File: src/rtl/mac_pkg.sv
// Shared definitions for the MAC sequencing blocks: sequencer state encoding,
// the MAC flag bundle, floating-point format widths and the FP zero word.
package mac_pkg;

  // Sequencer states; WAIT is only reachable when the MAC output is registered.
  typedef enum logic [1:0] {
    ST_IDLE = 2'd0,
    ST_RUN  = 2'd1,
    ST_WAIT = 2'd2,
    ST_DONE = 2'd3
  } mac_state_e;

  // Exception flags reported by mac_unit for one operation.
  typedef struct packed {
    logic exc;
    logic ovf;
    logic unf;
  } mac_flags_t;

  // bfloat16 layout
  localparam int BF16_WIDTH      = 16;
  localparam int BF16_EXP_WIDTH  = 8;
  localparam int BF16_MANT_WIDTH = 7;

  // IEEE single-precision layout
  localparam int FP32_WIDTH      = 32;
  localparam int FP32_EXP_WIDTH  = 8;
  localparam int FP32_MANT_WIDTH = 23;

  // Positive zero, wide enough for every supported format.
  localparam logic [FP32_WIDTH-1:0] FP_ZERO = '0;

endpackage

File: src/rtl/mac_dot_sequencer.sv
// mac_dot_sequencer: drives an external mac_unit to compute
//   acc = init_acc + sum(op_a[i] * op_b[i]) over vec_len operand pairs,
// feeding the running accumulator back to the MAC addend and presenting one
// result with sticky exception flags on a valid/ready result port.
//
// Build option MAC_OUT_REG_EN: registers the operands into the MAC and adds a
// WAIT state that samples the MAC result one cycle later, breaking the path
// from op_* through the MAC into the accumulator (1 pair every 2 cycles).
// Without it, the MAC sits combinationally between op_* and acc (1 pair/cycle).
module mac_dot_sequencer
  import mac_pkg::*;
#(
  parameter int BIT_WIDTH  = BF16_WIDTH,
  parameter int EXP_WIDTH  = BF16_EXP_WIDTH,
  parameter int MANT_WIDTH = BF16_MANT_WIDTH,
  parameter int LEN_WIDTH  = 8
) (
  input  logic                 clk,
  input  logic                 rst,
  // job control
  input  logic                 start,
  input  logic [LEN_WIDTH-1:0] vec_len,
  input  logic [BIT_WIDTH-1:0] init_acc,
  output logic                 busy,
  // operand stream
  input  logic                 op_valid,
  output logic                 op_ready,
  input  logic [BIT_WIDTH-1:0] op_a,
  input  logic [BIT_WIDTH-1:0] op_b,
  // mac_unit interface
  output logic [BIT_WIDTH-1:0] mac_a,
  output logic [BIT_WIDTH-1:0] mac_b,
  output logic [BIT_WIDTH-1:0] mac_c,
  input  logic [BIT_WIDTH-1:0] mac_out,
  input  logic                 mac_exc,
  input  logic                 mac_ovf,
  input  logic                 mac_unf,
  // result port
  output logic                 res_valid,
  input  logic                 res_ready,
  output logic [BIT_WIDTH-1:0] res_data,
  output logic                 res_exc,
  output logic                 res_ovf,
  output logic                 res_unf
);

  localparam logic [LEN_WIDTH-1:0] LEN_ONE  = LEN_WIDTH'(1);
  localparam logic [BIT_WIDTH-1:0] ACC_ZERO = BIT_WIDTH'(FP_ZERO);

  // Only the two formats mac_unit is built for are accepted.
  if (!((BIT_WIDTH == BF16_WIDTH && EXP_WIDTH == BF16_EXP_WIDTH &&
         MANT_WIDTH == BF16_MANT_WIDTH) ||
        (BIT_WIDTH == FP32_WIDTH && EXP_WIDTH == FP32_EXP_WIDTH &&
         MANT_WIDTH == FP32_MANT_WIDTH))) begin : g_format_check
    $error("mac_dot_sequencer: unsupported FP format %0d/%0d/%0d",
           BIT_WIDTH, EXP_WIDTH, MANT_WIDTH);
  end

  mac_state_e           state_q;
  logic [BIT_WIDTH-1:0] acc_q;
  logic [LEN_WIDTH-1:0] len_q;
  logic [LEN_WIDTH-1:0] count_q;
  logic [LEN_WIDTH-1:0] count_d;
  mac_flags_t           flags_q;
  mac_flags_t           flags_d;
  mac_flags_t           mac_flags;
  logic                 busy_q;
  logic                 op_ready_q;
  logic                 res_valid_q;
  logic                 beat;

`ifdef MAC_OUT_REG_EN
  logic [BIT_WIDTH-1:0] mac_a_q;
  logic [BIT_WIDTH-1:0] mac_b_q;
`endif

  // An operand pair is consumed only while the operand port is open.
  assign beat      = op_valid & op_ready_q;
  assign mac_flags = '{exc: mac_exc, ovf: mac_ovf, unf: mac_unf};

  // Next values of the beat counter and the sticky flag accumulation.
  always_comb begin
    // NOTE: every combinational output gets a default before any branch, so
    // no path leaves it unassigned and no latch is inferred.
    count_d = count_q + LEN_ONE;
    flags_d = flags_q | mac_flags;
  end

`ifdef MAC_OUT_REG_EN
  // Operands reach the MAC from the registers loaded on the accepting beat.
  assign mac_a = mac_a_q;
  assign mac_b = mac_b_q;
`else
  // Operands pass straight through to the MAC while the operand port is open.
  always_comb begin
    mac_a = ACC_ZERO;
    mac_b = ACC_ZERO;
    if (op_ready_q) begin
      mac_a = op_a;
      mac_b = op_b;
    end
  end
`endif

  // Sequencer FSM with its counter, accumulator, sticky flags and registered
  // handshake outputs.
  always_ff @(posedge clk or posedge rst) begin
    // NOTE: all state here uses non-blocking assignments so every register
    // samples the pre-edge values, independent of statement order.
    if (rst) begin
      state_q     <= ST_IDLE;
      acc_q       <= ACC_ZERO;
      len_q       <= '0;
      count_q     <= '0;
      flags_q     <= '0;
      busy_q      <= 1'b0;
      op_ready_q  <= 1'b0;
      res_valid_q <= 1'b0;
`ifdef MAC_OUT_REG_EN
      mac_a_q     <= ACC_ZERO;
      mac_b_q     <= ACC_ZERO;
`endif
    end else begin
      unique case (state_q)
        ST_IDLE: begin
          if (start) begin
            len_q   <= vec_len;
            acc_q   <= init_acc;
            count_q <= '0;
            flags_q <= '0;
            busy_q  <= 1'b1;
            if (vec_len == '0) begin
              state_q     <= ST_DONE;
              res_valid_q <= 1'b1;
            end else begin
              state_q    <= ST_RUN;
              op_ready_q <= 1'b1;
            end
          end
        end

        ST_RUN: begin
          if (beat) begin
            count_q <= count_d;
`ifdef MAC_OUT_REG_EN
            mac_a_q    <= op_a;
            mac_b_q    <= op_b;
            op_ready_q <= 1'b0;
            state_q    <= ST_WAIT;
`else
            acc_q   <= mac_out;
            flags_q <= flags_d;
            if (count_q == len_q - LEN_ONE) begin
              op_ready_q  <= 1'b0;
              res_valid_q <= 1'b1;
              state_q     <= ST_DONE;
            end
`endif
          end
        end

        ST_WAIT: begin
`ifdef MAC_OUT_REG_EN
          // count_q already includes the beat now leaving the MAC.
          acc_q   <= mac_out;
          flags_q <= flags_d;
          if (count_q == len_q) begin
            res_valid_q <= 1'b1;
            state_q     <= ST_DONE;
          end else begin
            op_ready_q <= 1'b1;
            state_q    <= ST_RUN;
          end
`else
          busy_q  <= 1'b0;
          state_q <= ST_IDLE;
`endif
        end

        ST_DONE: begin
          if (res_ready) begin
            res_valid_q <= 1'b0;
            busy_q      <= 1'b0;
            state_q     <= ST_IDLE;
          end
        end

        default: state_q <= ST_IDLE;
      endcase
    end
  end

  assign busy      = busy_q;
  assign op_ready  = op_ready_q;
  assign mac_c     = acc_q;
  assign res_valid = res_valid_q;
  assign res_data  = acc_q;
  assign res_exc   = flags_q.exc;
  assign res_ovf   = flags_q.ovf;
  assign res_unf   = flags_q.unf;

endmodule

File: config.mk
export PLATFORM = sky130hd
export DESIGN_NAME = mac_dot_sequencer
export DESIGN_NICKNAME = d
export VERILOG_FILES = /design/src/rtl/mac_pkg.sv /design/src/rtl/mac_dot_sequencer.sv
export SDC_FILE = /design/constraint.sdc
export NUM_CORES = 1
export LEC_CHECK = 0
export CORE_AREA = 2 2 83 85
export CTS_CLUSTER_DIAMETER = 40
export DETAILED_ROUTE_END_ITERATION = 8
export DIE_AREA = 0 0 85 87
export HOLD_SLACK_MARGIN = 0.03
export PLACE_DENSITY = 0.78
export SYNTH_ARGS = -nofsm -noshare
export SYNTH_HDL_FRONTEND = slang
export SYNTH_SLANG_ARGS = --single-unit
File: constraint.sdc
create_clock -name clk -period 2.55 [get_ports clk]
set_input_delay 0.3825 -clock clk [delete_from_list [all_inputs] [get_ports clk]]
set_output_delay 0.3825 -clock clk [all_outputs]
set_load 0.005 [all_outputs]
==> key figures, run 1 <==
Global routing
  – Initial antenna violation count: 0
  – Vias in the first global route: 2150
  – Pin count of the biggest net entering global routing: 41
  – GRT Overall Usage: between 10% and 20%
  – Gr ovfl total: 0
  – Global-route wire length before repair: between 10000 and 15000 µm

STA
  – Max Slew Vio Count: 0
  – Final TNS setup: 0 ns
  – Min Tclk post-route: 2.16 ns
  – Max Freq: 462 MHz
  – Worst Skew: 0.0119 ns
  – Worst Max-Slew Pin Slew: 0.508 ns
  – Final Cycle Share: 84.9%
  – Relative slew slack: 66.1%
  – Final Hold Vio Count: 0
  – Final setup viols: 0
  – Hold slack: 0.500 ns
  – RSZ-0062 raised after global routing: false

Worst hold path
  – Hold Crit Class: reg -> reg

Clock tree
  – Clock tree buffer depth: 2
  – # H-tree levels: 2
  – Post-CTS Setup Inserts: 0
  – # resized after CTS: 0
  – CTS tree: yes
  – Worst-path clk slew: 0.08 ns
  – Root buf cell: clkbuf_8
  – Inserted Clock Buffers: 5
  – Hold buffer count at cts: 0
  – Clk Latency, worst-skew pair: 0.29 ns
  – Clk sinks: 40

Finish
  – Commonest non-fill, non-tap cells in the layout: clkdlybuf4s50_1, dfrtp_1, and2_1
  – Antenna cells: 0
  – Multi-input gate area: 1130 µm²
  – Nets@finish: around 470
  – Reg area: 1000 µm²
  – Share of cells above drive strength 1: 6.53%
  – Area grow syn2layout: 66.3%
  – Commonest non-fill, non-tap cell in the layout: clkdlybuf4s50_1
  – Finished Layout Cells: 463
  – Fillers: 564
  – Finished Cell Area: 3880 µm²

Floorplan
  – Std-Cell Rows: 30
  – Ports: 150
  – Core Area: approximately 6600 µm²
  – Starting Density: 35.5%
  – Die area: 7400 µm²
  – DIE WIDTH: 85 µm
  – Die Y: around 87 µm

Routing
  – Post-route DRC: 0
  – Met1 WL: 2450 µm
  – WL met2: 3280 µm
  – Initial DRC count: 73
  – Highest metal used: met4
  – Wirelength per Cell: 13.7 µm
  – Antenna-violating nets left: 0
  – First-pass DRT Iterations: 4
  – Via density: about 4.8
  – Vias: about 2200
  – Total routed wirelength: between 6000 and 7000 µm
  – Routed met3 length: 569 µm

Power
  – Switching share of power: 34.7%
  – Power share of the sequential group: about a third
  – Internal: ~0.0023 W
  – Net Sw Power: roughly 0.0012 W
  – Comb pwr share: approximately 55%
  – Leakage power: 1.68 nW
  – PD cells: 913 nW/µm²
  – Peak supply drop: 0.448 mV
  – Clock share of power: 11.4%

Worst setup path
  – Setup crit end kind: flip-flop
  – Crit path DAT: 2.37 ns
  – CP max FO: 5
  – Setup crit start kind: flip-flop
  – Critical path, cell by cell: inv_1 > ha_1 > o21ba_1 > a221oi_2 > o22ai_1 > or4_1 > a31oi_1
  – Max incr delay on CP: between 0.5 and 0.6 ns
  – Slowest-stage cell, CP: or4_1
  – Kind of critical path: reg -> reg
  – Critical Path RT: 2.75 ns

Synthesis
  – Share of the synthesized area in the top cell type: a little over two fifths
  – Post-synth EDFFs: 0
  – Synth Instances: 250
  – Syn avg cell area: 9.32 µm²
  – Number of library cell types mapped by synthesis: 38
  – Dominant cells by area after synthesis: dfrtp_1, and2_1, mux2i_1
  – Post-synth net total: roughly 330
  – Mapped Area: 2330 µm²
  – Seq/Total Area, Yosys: 42.9%
  – Post-synthesis async set-or-reset flop share: 100%
  – Synth warnings: 0
  – Seq cells post-synth: 40
  – Post-synth top flop: dfrtp_1
  – Post-synth top area cell: dfrtp_1

Place
  – Cells after DPL: about 460
  – Placer congestion estimate: 0.798
  – DPL Wire Length: a little over 5000 µm
  – Port Buffers: 149
  – Cell Area, Placed: 3790 µm²

Flow run
  – Max cap viols: 0

Status
  – Outcome: finished, final reports clean
## metrics by stage
step                total power [W]  setup WS, ns  utilization (%)
floorplan                   0.00218         0.547                -
global route                0.00380         0.305             59.0
global placement            0.00310         0.496             57.8
finish                      0.00354         0.385             59.0
CTS                         0.00357         0.398             59.0
detailed placement          0.00316         0.421             57.8
## kinds of logic (layout without fill, tap and decap cells)
logic type	Yosys count	after routing	share of synthesized area, %
muxes	22	22	9.77
AOI/OAI and AO/OA	40	40	10.5
DFF	40	40	42.9
adders and majority gates	2	2	1.07
buffers and inverters	37	170	8.96
and+or+nand+nor	93	93	20.8
xor gates and xnor gates	16	16	6.01
## critical path, delay by kind of cell, from the launching register on
family                   cells  cell delay (ns)
AO/OA/AOI/OAI                4             0.77
adder cells (fa/ha/maj)      1             0.26
buffers and inverters        1             0.09
flip-flops                   1             0.41
AND/OR/NAND/NOR              1             0.55
## final timing paths
kind	endpoint	slack, ns	from	cells after the start
max in group asynchronous	len_q[0]$_DFFE_PP0P_	1.68	rst	3
min reg2reg	res_exc$_DFFE_PP0P_	0.50	res_exc$_DFFE_PP0P_	2
max reg2reg	res_valid$_DFFE_PP0P_	0.39	len_q[0]$_DFFE_PP0P_	7
max	res_valid$_DFFE_PP0P_	0.39	len_q[0]$_DFFE_PP0P_	7
min	res_exc$_DFFE_PP0P_	0.50	res_exc$_DFFE_PP0P_	2
min in group asynchronous	mac_c[7]$_DFFE_PP0P_	0.51	rst	3
## power groups by stage
stage / sequential [W] / combinational (W) / clock [W]
after global routing: 0.00122 / 0.00213 / 0.000447
after floorplan: 0.00112 / 0.00106 / 0
after CTS: 0.00118 / 0.00198 / 0.000413
after global placement: 0.00117 / 0.00192 / 0
after detailed placement: 0.00119 / 0.00197 / 0
final: 0.00119 / 0.00195 / 0.000403
## Yosys cell counts, drive strengths merged, types with 2 or more instances
library cell,count
nor2,30
o21ai,6
o22ai,2
mux2i,16
dfrtp,40
inv,8
nand4,2
xor2,9
nor3,2
nor4,4
and2,32
ha,2
nand3,6
and3,3
buf,20
nand2,8
a21oi,24
clkbuf,9
xnor2,7
mux2,6
## metal layers
layer | up-vias | GRT usage (%)
met3 | 4 | 4.93
li1 | 1088 | -
met2 | 108 | 32.5
met5 | - | 0
met4 | 0 | 4.76
met1 | 1013 | 18.8
## layout make-up
cell class / count / share of cell area (%)
multi-input combinational: 173 / 29.1
clock inverter: 2 / 0.323
sequential: 40 / 25.8
inverter: 8 / 0.775
tap: 80 / 2.58
clock buffer: 5 / 1.78
timing repair buffer: 155 / 39.6
## sequential cells by signal (all words and copies together), names as in the netlist
signal and cells:
len_q 8, res_valid 1, mac_c 16, busy 1, state_q 2, op_ready 1, count_q 8, res_ovf 1
res_exc 1, res_unf 1
Power figures use the tool's default switching activity.
==> inputs of run 2 (changes only) <==
- clock period: 2.55 -> 2.22 ns (I/O delays scaled with it)
==> key figures, run 2 (same netlist as run 1, synthesis figures left out) <==
Finish
  – Fillers: 550 (-2.5%)
  – Commonest non-fill, non-tap cells in the layout: clkdlybuf4s50_1, dfrtp_1, and2_1
  – Nets@finish: 469 (+0.86%)
  – Commonest non-fill, non-tap cell in the layout: clkdlybuf4s50_1
  – Share of cells above drive strength 1: 8.25% (+1.7 points)
  – Final Util: 59.7% (+0.70 points)
  – Max reg flops: 16 (unchanged)
  – Area grow syn2layout: 68.3%
  – Antenna cells: 0 (unchanged)

Worst setup path
  – Max incr delay on CP: 0.48 ns (-0.07 ns)
  – Critical path depth in cells: 7 (unchanged)
  – Kind of critical path: reg -> reg
  – Setup crit start kind: flip-flop
  – Crit path DAT: 2.36 ns (about the same)
  – Worst reg-to-reg path cell count: 7 (unchanged)
  – Worst r2r src: len_q[0]$_DFFE_PP0P_
  – Slowest-stage cell, CP: or4_4
  – Setup crit end kind: flip-flop
  – CP max FO: 4 (-1)
  – Critical path, cell by cell: inv_2 > ha_2 > xor2_1 > o2111ai_1 > a211o_2 > or4_4 > a31oi_1
  – CP delay by family, top: compound AO/OA/AOI/OAI gates
  – Critical Path RT: 2.43 ns (-0.32 ns)
  – Crit path buf inv count: 1 (unchanged)
  – R2r setup slk: 0.08 ns (-0.31 ns)
  – RR Endpoint: res_valid$_DFFE_PP0P_

Place
  – Port Buffers: 149 (unchanged)
  – DPL Wire Length: 5070 µm (-1.3%)
  – Placer congestion estimate: 0.826 (+3.5%)

Clock tree
  – Root buf cell: clkbuf_8
  – Clk Latency, worst-skew pair: 0.29 ns (about the same)
  – Clk sinks: 40 (unchanged)
  – Worst-path clk slew: 0.08 ns (about the same)
  – CTS tree: yes
  – Clock tree buffer depth: 2 (unchanged)
  – Inserted Clock Buffers: 5 (unchanged)
  – Hold buffer count at cts: 0 (unchanged)
  – # H-tree levels: 2 (unchanged)

STA
  – RSZ-0062 raised after global routing: false
  – Max Slew Vio Count: 0 (unchanged)
  – Max Freq: 466 MHz (+0.94%)
  – Final Hold Vio Count: 0 (unchanged)
  – Worst Max-Slew Pin Slew: 0.504 ns (-0.00427 ns)
  – Final setup viols: 0 (unchanged)
  – Hold slack: 0.461 ns (-0.0393 ns)
  – Final TNS setup: 0 ns (unchanged)
  – Final Cycle Share: 96.6% (+12 points)
  – Min Tclk post-route: 2.14 ns (-0.0202 ns)
  – Relative slew slack: 66.4% (+0.28 points)
  – Worst Skew: 0.00609 ns (-0.00581 ns)

Worst hold path
  – Hold Crit Class: in -> async

Global routing
  – Global-route wire length before repair: 10300 µm (+2.0%)
  – Initial antenna violation count: 0 (unchanged)
  – GRT Overall Usage: 17.4% (+0.22 points)
  – Pin count of the biggest net entering global routing: 41 (unchanged)
  – Vias in the first global route: 2193 (+2.0%)
  – Gr ovfl total: 0 (unchanged)

Power
  – PD cells: 1050 nW/µm² (+15%)
  – Peak supply drop: 0.550 mV (+23%)
  – Leakage power: 1.71 nW (+1.4%)
  – Power Total: 0.00414 W (+17%)

Floorplan
  – Die area: 7400 µm² (unchanged)
  – DIE WIDTH: 85 µm (unchanged)
  – Die Y: 87 µm (unchanged)
  – Std-Cell Rows: 30 (unchanged)
  – Starting Density: 35.5% (unchanged)
  – Core Area: 6570 µm² (unchanged)
  – Ports: 150 (unchanged)

Routing
  – Initial DRC count: 74 (+1.4%)
  – Total routed wirelength: 6410 µm (+0.87%)
  – Routed met3 length: 653 µm (+15%)
  – Wirelength per Cell: 13.7 µm (-0.21%)
  – Via density: 4.81 (+0.68%)
  – Antenna-violating nets left: 0 (unchanged)
  – Highest metal used: met4
  – First-pass DRT Iterations: 4 (unchanged)
  – Met1 WL: 2390 µm (-2.5%)
  – Vias: 2252 (+1.8%)
  – Post-route DRC: 0 (unchanged)
  – WL met2: 3250 µm (-0.76%)

Flow run
  – Max cap viols: 0 (unchanged)

Status
  – Outcome: finished, final reports clean
## run 2: cell count changes in the layout (fill, tap and decap cells not counted), sizes merged
cell | before | now
buf | 6 | 10
clkbuf | 5 | 8
clkinv | 1 | 0
clkinvlp | 1 | 0
## run 2: layer usage
metal	GRT usage [%]	vias up
met2	31.3	115
met3	5.78	11
met1	19.2	1025
met4	6.20	0
met5	0	-
li1	-	1101
## run 2: power by group
part / switching, W / internal (W)
combinational: 0.000825 / 0.00143
clock: 0.000246 / 0.000254
sequential: 0.000345 / 0.00103
## run 2: tightest hold or removal path: stages
cell             delay, ns
clkdlybuf4s50_1       0.39
inv_1                 0.05
buf_4                 0.42
## run 2: worst max-delay path by stage
stage,from,endpoint,slack [ns]
final,len_q[0]$_DFFE_PP0P_,res_valid$_DFFE_PP0P_,0.08
after global routing,len_q[1]$_DFFE_PP0P_,res_valid$_DFFE_PP0P_,0.01
after CTS,op_ready$_DFFE_PP0P_,mac_b[5],0.005
after detailed placement,len_q[0]$_DFFE_PP0P_,res_valid$_DFFE_PP0P_,0.06
after global placement,len_q[0]$_DFFE_PP0P_,res_valid$_DFFE_PP0P_,0.16
after floorplan,len_q[0]$_DFFE_PP0P_,res_valid$_DFFE_PP0P_,0.22
## run 2: area by class of cell
type	instances	area (µm²)	share of cell area (%)
clock buffers	8	90.1	2.30
multi-input cells	173	1130	28.9
flip-flops and latches	40	1000	25.6
repair buffers	159	1570	39.9
well taps	80	100	2.55
inverters	8	30.0	0.766
## run 2: metrics by stage
stage          setup slack [ns]  cell area (µm²)  std cells
2_1_floorplan             0.217             2330        250
3_3_place_gp              0.159             3820        459
3_5_place_dp             0.0575             3820        459
4_1_cts                 0.00546             3910        467
5_1_grt                  0.0140             3920        468
6_report                 0.0755             3920        468
## run 2: what timing repair did
item,4_1_cts,5_1_grt
setup buffers,0,1
gates resized for setup,0,4
endpoints found under the setup margin,0,20
